--- src/rtl/mem_arbiter.sv ---
// Arbitrates IFU fetch and LSU data requests onto one shared memory port; one transaction in flight.
// Latency: accept at N, mem request at N+1, response at N+2 at the earliest, next accept at N+3.
// Backpressure: requesters stall until *_ready_o (IDLE only); mem request held until mem_ready_i; response wait times out.
module mem_arbiter #(
    parameter int ADDR_W  = 32,
    parameter int DATA_W  = 32,
    parameter int TIMEOUT = 255
) (
    input  logic                clk_i,
    input  logic                rst_i,
    input  logic                ifu_valid_i,
    input  logic [ADDR_W-1:0]   ifu_addr_i,
    output logic                ifu_ready_o,
    output logic                ifu_rvalid_o,
    output logic                ifu_err_o,
    output logic [DATA_W-1:0]   ifu_rdata_o,
    input  logic                lsu_valid_i,
    input  logic                lsu_wen_i,
    input  logic [ADDR_W-1:0]   lsu_addr_i,
    input  logic [DATA_W-1:0]   lsu_wdata_i,
    input  logic [DATA_W/8-1:0] lsu_mask_i,
    output logic                lsu_ready_o,
    output logic                lsu_rvalid_o,
    output logic                lsu_err_o,
    output logic [DATA_W-1:0]   lsu_rdata_o,
    output logic                mem_valid_o,
    output logic [ADDR_W-1:0]   mem_addr_o,
    output logic                mem_wen_o,
    output logic [DATA_W-1:0]   mem_wdata_o,
    output logic [DATA_W/8-1:0] mem_mask_o,
    input  logic                mem_ready_i,
    input  logic                mem_rvalid_i,
    input  logic [DATA_W-1:0]   mem_rdata_i
);
    localparam int         MASK_W    = DATA_W / 8;
    localparam logic [7:0] WAIT_LAST = 8'(TIMEOUT - 1);
    localparam logic       OWN_IFU   = 1'b0;
    localparam logic       OWN_LSU   = 1'b1;

    typedef enum logic [1:0] {IDLE, REQ, RESP} state_t;

    typedef struct packed {
        logic [ADDR_W-1:0] addr;
        logic              wen;
        logic [DATA_W-1:0] wdata;
        logic [MASK_W-1:0] mask;
    } req_t;

    state_t     state, state_nxt;
    req_t       req_q, req_d;
    logic       owner_q, last_grant_q;
    logic [7:0] wait_cnt_q;
    logic       grant_ifu, grant_lsu, timed_out;

    // Round-robin: on contention the requester not served last wins.
    always_comb begin
        grant_ifu = 1'b0;
        grant_lsu = 1'b0;
        if (state == IDLE) begin
            grant_ifu = ifu_valid_i & (~lsu_valid_i | (last_grant_q == OWN_LSU));
            grant_lsu = lsu_valid_i & ~grant_ifu;
        end
    end

    // A real response in the last wait cycle beats the timeout.
    assign timed_out = (state == RESP) & ~mem_rvalid_i & (wait_cnt_q == WAIT_LAST);

    always_comb begin
        req_d = req_q;
        if (grant_ifu) begin
            req_d = '{addr: ifu_addr_i, wen: 1'b0, wdata: '0, mask: '1};
        end else if (grant_lsu) begin
            req_d = '{addr: lsu_addr_i, wen: lsu_wen_i, wdata: lsu_wdata_i, mask: lsu_mask_i};
        end
    end

    always_ff @(posedge clk_i) begin
        if (!rst_i) begin
            state        <= IDLE;
            req_q        <= '0;
            owner_q      <= OWN_IFU;
            last_grant_q <= OWN_LSU;
            wait_cnt_q   <= '0;
        end else begin
            state <= state_nxt;
            req_q <= req_d;
            if (grant_ifu | grant_lsu) begin
                owner_q      <= grant_lsu;
                last_grant_q <= grant_lsu;
            end
            if (state == RESP) wait_cnt_q <= wait_cnt_q + 8'd1;
            else               wait_cnt_q <= '0;
        end
    end

    always_comb begin
        state_nxt = state;
        case (state)
            IDLE:    if (grant_ifu | grant_lsu)    state_nxt = REQ;
            REQ:     if (mem_ready_i)              state_nxt = RESP;
            RESP:    if (mem_rvalid_i | timed_out) state_nxt = IDLE;
            default:                               state_nxt = IDLE;
        endcase
    end

    // Everything is forced quiet while reset is held so an abandoned transaction never leaks out.
    always_comb begin
        ifu_ready_o  = rst_i & grant_ifu;
        lsu_ready_o  = rst_i & grant_lsu;
        mem_valid_o  = 1'b0;
        mem_addr_o   = '0;
        mem_wen_o    = 1'b0;
        mem_wdata_o  = '0;
        mem_mask_o   = '0;
        ifu_rvalid_o = 1'b0;
        ifu_err_o    = 1'b0;
        ifu_rdata_o  = '0;
        lsu_rvalid_o = 1'b0;
        lsu_err_o    = 1'b0;
        lsu_rdata_o  = '0;
        if (rst_i && state == REQ) begin
            mem_valid_o = 1'b1;
            mem_addr_o  = req_q.addr;
            mem_wen_o   = req_q.wen;
            mem_wdata_o = req_q.wdata;
            mem_mask_o  = req_q.mask;
        end
        if (rst_i && state == RESP) begin
            if (owner_q == OWN_IFU) begin
                ifu_rvalid_o = mem_rvalid_i | timed_out;
                ifu_err_o    = timed_out;
                ifu_rdata_o  = timed_out ? '0 : mem_rdata_i;
            end else begin
                lsu_rvalid_o = mem_rvalid_i | timed_out;
                lsu_err_o    = timed_out;
                lsu_rdata_o  = timed_out ? '0 : mem_rdata_i;
            end
        end
    end
endmodule

--- config.mk ---
export PLATFORM = sky130hd
export DESIGN_NAME = mem_arbiter
export DESIGN_NICKNAME = d
export VERILOG_FILES = /design/src/rtl/mem_arbiter.sv
export SDC_FILE = /design/constraint.sdc
export NUM_CORES = 1
export LEC_CHECK = 0
export BUFFER_PORTS_ARGS = -buffer_cell sky130_fd_sc_hd__buf_2
export CAP_MARGIN = 30
export CORE_AREA = 2 2 109 111
export DETAILED_ROUTE_END_ITERATION = 10
export DIE_AREA = 0 0 111 113
export PLACE_DENSITY = 0.74
export SKIP_CTS_REPAIR_TIMING = 1
export SLEW_MARGIN = 20
export SYNTH_ARGS = -nofsm -noshare
export SYNTH_HDL_FRONTEND = slang
export SYNTH_SLANG_ARGS = --single-unit
--- constraint.sdc ---
create_clock -name clk_i -period 4.65 [get_ports clk_i]
set_clock_uncertainty 0.15 [all_clocks]
set_input_delay 1.1625 -clock clk_i [delete_from_list [all_inputs] [get_ports clk_i]]
set_output_delay 1.1625 -clock clk_i [all_outputs]
set_load 0.02 [all_outputs]
==> results of run 1 <==
==> per-stage QoR <==
step                      instances  utilization  hold WS (ns)
after floorplan                 573            -        0.2797
after global placement          948       0.5156        0.2993
after detailed placement        949       0.5169        0.3079
after CTS                       965       0.5433        0.3205
after global routing            965       0.5433        0.3424
final                           965       0.5433        0.3190
==> critical path, delay by kind of cell <==
kind                   cells  cell delay, ns
buffers and inverters      3            0.59
AND/OR/NAND/NOR            2            0.47
AO/OA/AOI/OAI              1            0.27
==> cell usage in the layout, fill, tap and decap left out, types with 2 or more instances in the layout <==
cell and count:
clkinv_2 2, buf_2 278, nand3_1 100, nor2_1 10, a31oi_1 37, o21ai_1 4
a21oi_1 36, xor2_1 2, buf_4 11, dfxtp_1 81, ha_1 2, or3_1 2
and2_1 134, nor3b_4 3, o21ai_0 63, clkbuf_16 9, nor3_1 3, clkinvlp_4 2
inv_1 3, nand2_1 12
==> where the power goes <==
part           internal, W  switching, W
sequential        0.000739     0.0000267
clock             0.000428      0.000271
combinational     0.000122      0.000194
==> cell type report <==
class | count | share of cell area
timing repair buffer | 291 | 0.2464
clock buffer | 11 | 0.03963
clock inverter | 5 | 0.008989
tap | 143 | 0.02921
multi-input combinational | 431 | 0.4092
sequential | 81 | 0.2648
inverter | 3 | 0.001839
==> logic make-up after synthesis <==
logic type	count (synthesis)	share of synthesized area
XOR/XNOR	3	0.005965
AO/OA/AOI/OAI	149	0.1886
adder cells (fa/ha/maj)	2	0.005679
AND/OR/NAND/NOR	277	0.3667
flip-flops	81	0.3681
buffers and inverters	61	0.06504
==> state kept, by name, summed over array words and instances, names as in the netlist <==
signal	count
req_q	69
wait_cnt_q	8
state	2
last_grant_q	1
owner_q	1
==> worst paths after layout <==
check,from,to,slack [ns]
setup reg to reg,state[1],req_q[27],2.37
hold reg to reg,req_q[33],req_q[33],0.32
hold / removal,req_q[33],req_q[33],0.32
setup / recovery,mem_rvalid_i,ifu_rdata_o[6],0.84
==> per-layer routing <==
layer | routed length, um | vias up
li1 | - | 2478
met1 | 6920 | 2236
met2 | 6443 | 214
met3 | 955 | 24
met4 | 270 | 2
met5 | 16 | -
==> key figures, run 1 <==
Routing
  – Vias: 4954
  – First-pass detailed-route iteration total: 5
  – Vias/cell: 5.134
  – # DRC: 0
  – Antenna Nets Post-Route: 0
  – Wirelength, routed: 14.61 mm
  – Initial DRC Count: 532
  – Average wire per standard cell: 15.14 um

Cells and area
  – Finished layout cell area: 6125 sq um
  – Fill cell count: 1092
  – Ant diodes: 0
  – Share of post-route cells with drive strength above 1: 0.3856
  – Multi-input logic area: 2506 sq um
  – Area Growth Syn to Fin: 39.02%
  – Seq. cell area: 1622 sq um
  – Final net count: 958

STA
  – PnR worst setup slack: 0.8408 ns
  – Tightest Pin Transition: 0.9220 ns
  – Crit path time final: 3.809 ns
  – Slew Limit Headroom: 0.3847
  – Final hold vios: 0
  – # setup viols final: 0
  – RSZ-0062 raised after global routing: false
  – Final Max Tran Viols: 0
  – Fmax: 0.2625 GHz
  – Setup Total Neg Slack: 0 ns
  – Tcrit/Tclk final: 0.8192

Run status
  – Status: finished clean

GRT
  – First-pass GRT wire length: 22.49 mm
  – Antenna violations before repair: 1
  – Gr busiest metal: met2
  – GRT overflow: 0
  – Gr usage total: 0.2195
  – Met2 GRT Util: 0.3358
  – Largest net degree at the start of global routing: 52
  – Met1 Track Usage GR: 0.3125
  – Met3 GRT Util: 0.03749
  – Vias in the first global route: 4285

Critical path
  – Crit-path max FO: 32
  – Crit path capture type: output port
  – Worst path most repeated cell: buf_2
  – Worst path cell trace: buf_2, and4b_1, a311oi_2, buf_4, and2_1, buf_2
  – Setup crit start kind: input pin
  – Arrival @ worst endpoint: 2.50 ns
  – Critical Path RT: 3.34 ns
  – Worst path slowest cell: buf_4
  – Path type of the worst setup path: in2out
  – Reg2reg path depth: 5
  – Delay of the slowest critical-path stage: 0.30 ns

Synthesis
  – Syn avg cell area: 7.688 sq um
  – Ranking of synthesized cells by area: dfxtp_1 (37%), and2_1 (19%), nand3_1 (11%), o21ai_0 (7.2%), a31oi_1 (5.3%)
  – Synth area leader: dfxtp_1
  – Sequential-to-total area share from yosys stat: 0.3681
  – Post-Syn Nets: 714
  – Netlist Area Pre-Place: 4405 sq um
  – Post-synth EDFFs: 0
  – Ys async rst share: 0
  – Top_reg_cell synth: dfxtp_1
  – Flops & latches, synth: 81
  – Count leader, synth: and2_1
  – Post-synthesis cell type count: 44
  – Yosys warning total: 0
  – Top-area cell type share of the netlist area: 0.3681
  – Post-synthesis cell count: 573
  – Top post-synthesis cells by count: and2_1 (134), nand3_1 (100), dfxtp_1 (81)

Die
  – Die width: 111 um
  – Rows: 39
  – Top-level port count: 279
  – Starting Density: 0.3908
  – Die area: 12540 sq um
  – Core area: 11270 sq um
  – Die height: 113 um

Placed design
  – DP Area: 5827 sq um
  – Pre-CTS setup slack: 0.8642 ns
  – DP HPWL: 10.53 mm
  – # port buffers: 278
  – Final GP Congestion: 0.8835

Clocking
  – Clk buf depth: 2
  – Clk sinks: 81
  – Worst-skew pair later-pin latency: 0.33 ns
  – CTS buffer count: 9
  – CTS tree: done
  – Clock transition at path regs: 0.06 ns
  – H-tree levels: 3
  – CTS root buffer: clkbuf_16

Power and ir drop
  – Cell area power density: 290.8 nW/um^2
  – Power Total: 0.001781 W
  – Maximum vdd drop: 0.1344 mV
  – Static Leak: 2.956 nW

Run
  – Maxcap violations: 0

Hold path
  – Hold Crit Class: reg2reg
  – WHS Path Cells: 2
Note: power is estimated with default switching activity, not from simulation.
==> run 2: changes to the inputs <==
CORE_AREA = not set   (was 2 2 109 111)
CORE_MARGIN = 2   (was not set)
CORE_UTILIZATION = 39   (was not set)
DIE_AREA = not set   (was 0 0 111 113)
PLACE_DENSITY = 0.77   (was 0.74)
clock period = 3.4 ns   (was 4.65 ns; I/O delays follow)
==> run 2 against run 1 <==
Against the previous run:
- sequential share of layout area about the same
- sequential power increased by 36%
- core utilization increased by 1.7 points
- via count increased by 0.48%
- worst setup slack got worse by 0.56 ns
- first-iteration DRC count decreased by 15%
==> key figures, run 2 (synthesis results as in run 1) <==
Run status
  – Status: finished clean

Routing
  – # DRC: 0
  – Initial DRC Count: 452
  – Wirelength, routed: 14.48 mm
  – Antenna Nets Post-Route: 0
  – First-pass detailed-route iteration total: 5
  – Vias/cell: 5.164
  – Vias: 4978
  – Average wire per standard cell: 15.02 um

Critical path
  – Path type of the worst setup path: in2out
  – Arrival @ worst endpoint: 2.12 ns
  – Critical Path RT: 2.40 ns
  – Reg2reg start: state[1]
  – R2r setup slk: 1.40 ns
  – Crit path capture type: output port
  – Setup crit start kind: input pin
  – Reg2reg end: req_q[31]
  – Reg2reg path depth: 5
  – Crit-path max FO: 32

Clocking
  – CTS buffer count: 9
  – Clk sinks: 81
  – Worst-skew pair later-pin latency: 0.32 ns
  – CTS tree: done
  – H-tree levels: 3
  – CTS root buffer: clkbuf_16
  – Clk buf depth: 2
  – Clock transition at path regs: 0.06 ns

GRT
  – Met3 GRT Util: 0.05409
  – Met1 Track Usage GR: 0.3098
  – Antenna violations before repair: 0
  – GRT overflow: 0
  – Met2 GRT Util: 0.3611
  – Largest net degree at the start of global routing: 45
  – Gr busiest metal: met2
  – Vias in the first global route: 4283
  – Gr usage total: 0.2246
  – First-pass GRT wire length: 21.66 mm

Die
  – Starting Density: 0.4029
  – Core area: 10940 sq um
  – Die width: 110.3 um
  – Die height: 110.3 um
  – Top-level port count: 279
  – Die area: 12160 sq um
  – Rows: 38

Cells and area
  – Largest reg by FF count: req_q
  – Most frequent cells in the layout: buf_2 (278), and2_1 (134), nand3_1 (100)
  – Commonest non-fill, non-tap cell in the layout: buf_2
  – Area Growth Syn to Fin: 39.19%
  – Multi-input logic area: 2506 sq um
  – Ant diodes: 0
  – Seq. cell area: 1622 sq um
  – Fill cell count: 1090
  – Final net count: 960
  – Biggest regs: req_q: 69 flops, wait_cnt_q: 8 flops, state: 2 flops
  – Share of post-route cells with drive strength above 1: 0.3859
  – Max FFs per register: 69
  – Final Core Density: 0.5608

STA
  – Final hold vios: 0
  – # setup viols final: 0
  – Setup Total Neg Slack: 0 ns
  – Tightest Pin Transition: 0.7196 ns
  – Crit path time final: 3.118 ns
  – Fmax: 0.3207 GHz
  – RSZ-0062 raised after global routing: false
  – Slew Limit Headroom: 0.5185
  – Tcrit/Tclk final: 0.9171
  – Final Max Tran Viols: 0

Power and ir drop
  – Static Leak: 2.966 nW
  – Power Total: 0.002415 W
  – Maximum vdd drop: 0.1977 mV
  – Cell area power density: 393.9 nW/um^2

Hold path
  – WHS Path Cells: 1
  – Hold_sp: wait_cnt_q[0]
  – Hold Crit Class: reg2reg
  – Hold worst-path end: wait_cnt_q[0]

Placed design
  – Final GP Congestion: 0.8317
  – DP HPWL: 10.32 mm
  – # port buffers: 278

Run
  – Maxcap violations: 0
[run 2: changes by cell type in the layout (fill, tap and decap cells not counted), sizes merged]
cell	before	now
buf	291	293
clkinv	2	3
clkinvlp	2	1
[run 2: power breakdown]
part / total (W) / switching (W) / internal [W]
clock network: 0.000933 / 0.000365 / 0.000568
logic: 0.000440 / 0.000270 / 0.000170
registers: 0.00104 / 0.0000316 / 0.00101
[run 2: worst max path at each step]
| stage | start | endpoint | slack (ns) | cells after the start |
|---|---|---|---|---|
| 2_1_floorplan | mem_rvalid_i | ifu_rdata_o[10] | 0.56 | 4 |
| 5_1_grt | wait_cnt_q[0] | ifu_rdata_o[23] | 0.14 | 7 |
| 6_report | mem_rvalid_i | ifu_rdata_o[23] | 0.28 | 6 |
| 3_5_place_dp | mem_rvalid_i | ifu_rdata_o[23] | 0.30 | 6 |
| 4_1_cts | state[1] | ifu_rdata_o[23] | 0.25 | 5 |
| 3_3_place_gp | mem_rvalid_i | ifu_rdata_o[1] | 0.39 | 6 |
[run 2: stage by stage]
| step | hold WS, ns | instances | cell area, sq um | setup slack, ns |
|---|---|---|---|---|
| floorplan | 0.2797 | 573 | 4405 | 0.5580 |
| global placement | 0.3004 | 948 | 5843 | 0.3856 |
| detailed placement | 0.3047 | 948 | 5843 | 0.2971 |
| CTS | 0.3194 | 964 | 6132 | 0.2538 |
| global route | 0.3433 | 964 | 6132 | 0.1359 |
| finish | 0.3134 | 964 | 6132 | 0.2817 |
[run 2: final cells by class]
cell class / count / area share
Multi-Input combinational cell: 431 / 0.4087
Sequential cell: 81 / 0.2644
Timing Repair Buffer: 293 / 0.2493
Clock buffer: 11 / 0.03795
Tap cell: 140 / 0.02857
Clock inverter: 5 / 0.009182
Inverter: 3 / 0.001836
[run 2: critical path, stage by stage]
cell and delay (ns):
buf_2 0.10, and4b_1 0.25, a311oi_2 0.29, buf_4 0.29
and2_1 0.17, buf_2 0.16
[run 2: per-layer routing]
metal / share of wire / vias to the layer above / wire length (um)
li1: - / 2483 / -
met1: 0.44 / 2284 / 6421
met2: 0.47 / 205 / 6785
met3: 0.084 / 6 / 1210
met4: 0.0044 / 0 / 64
met5: 0 / - / 0
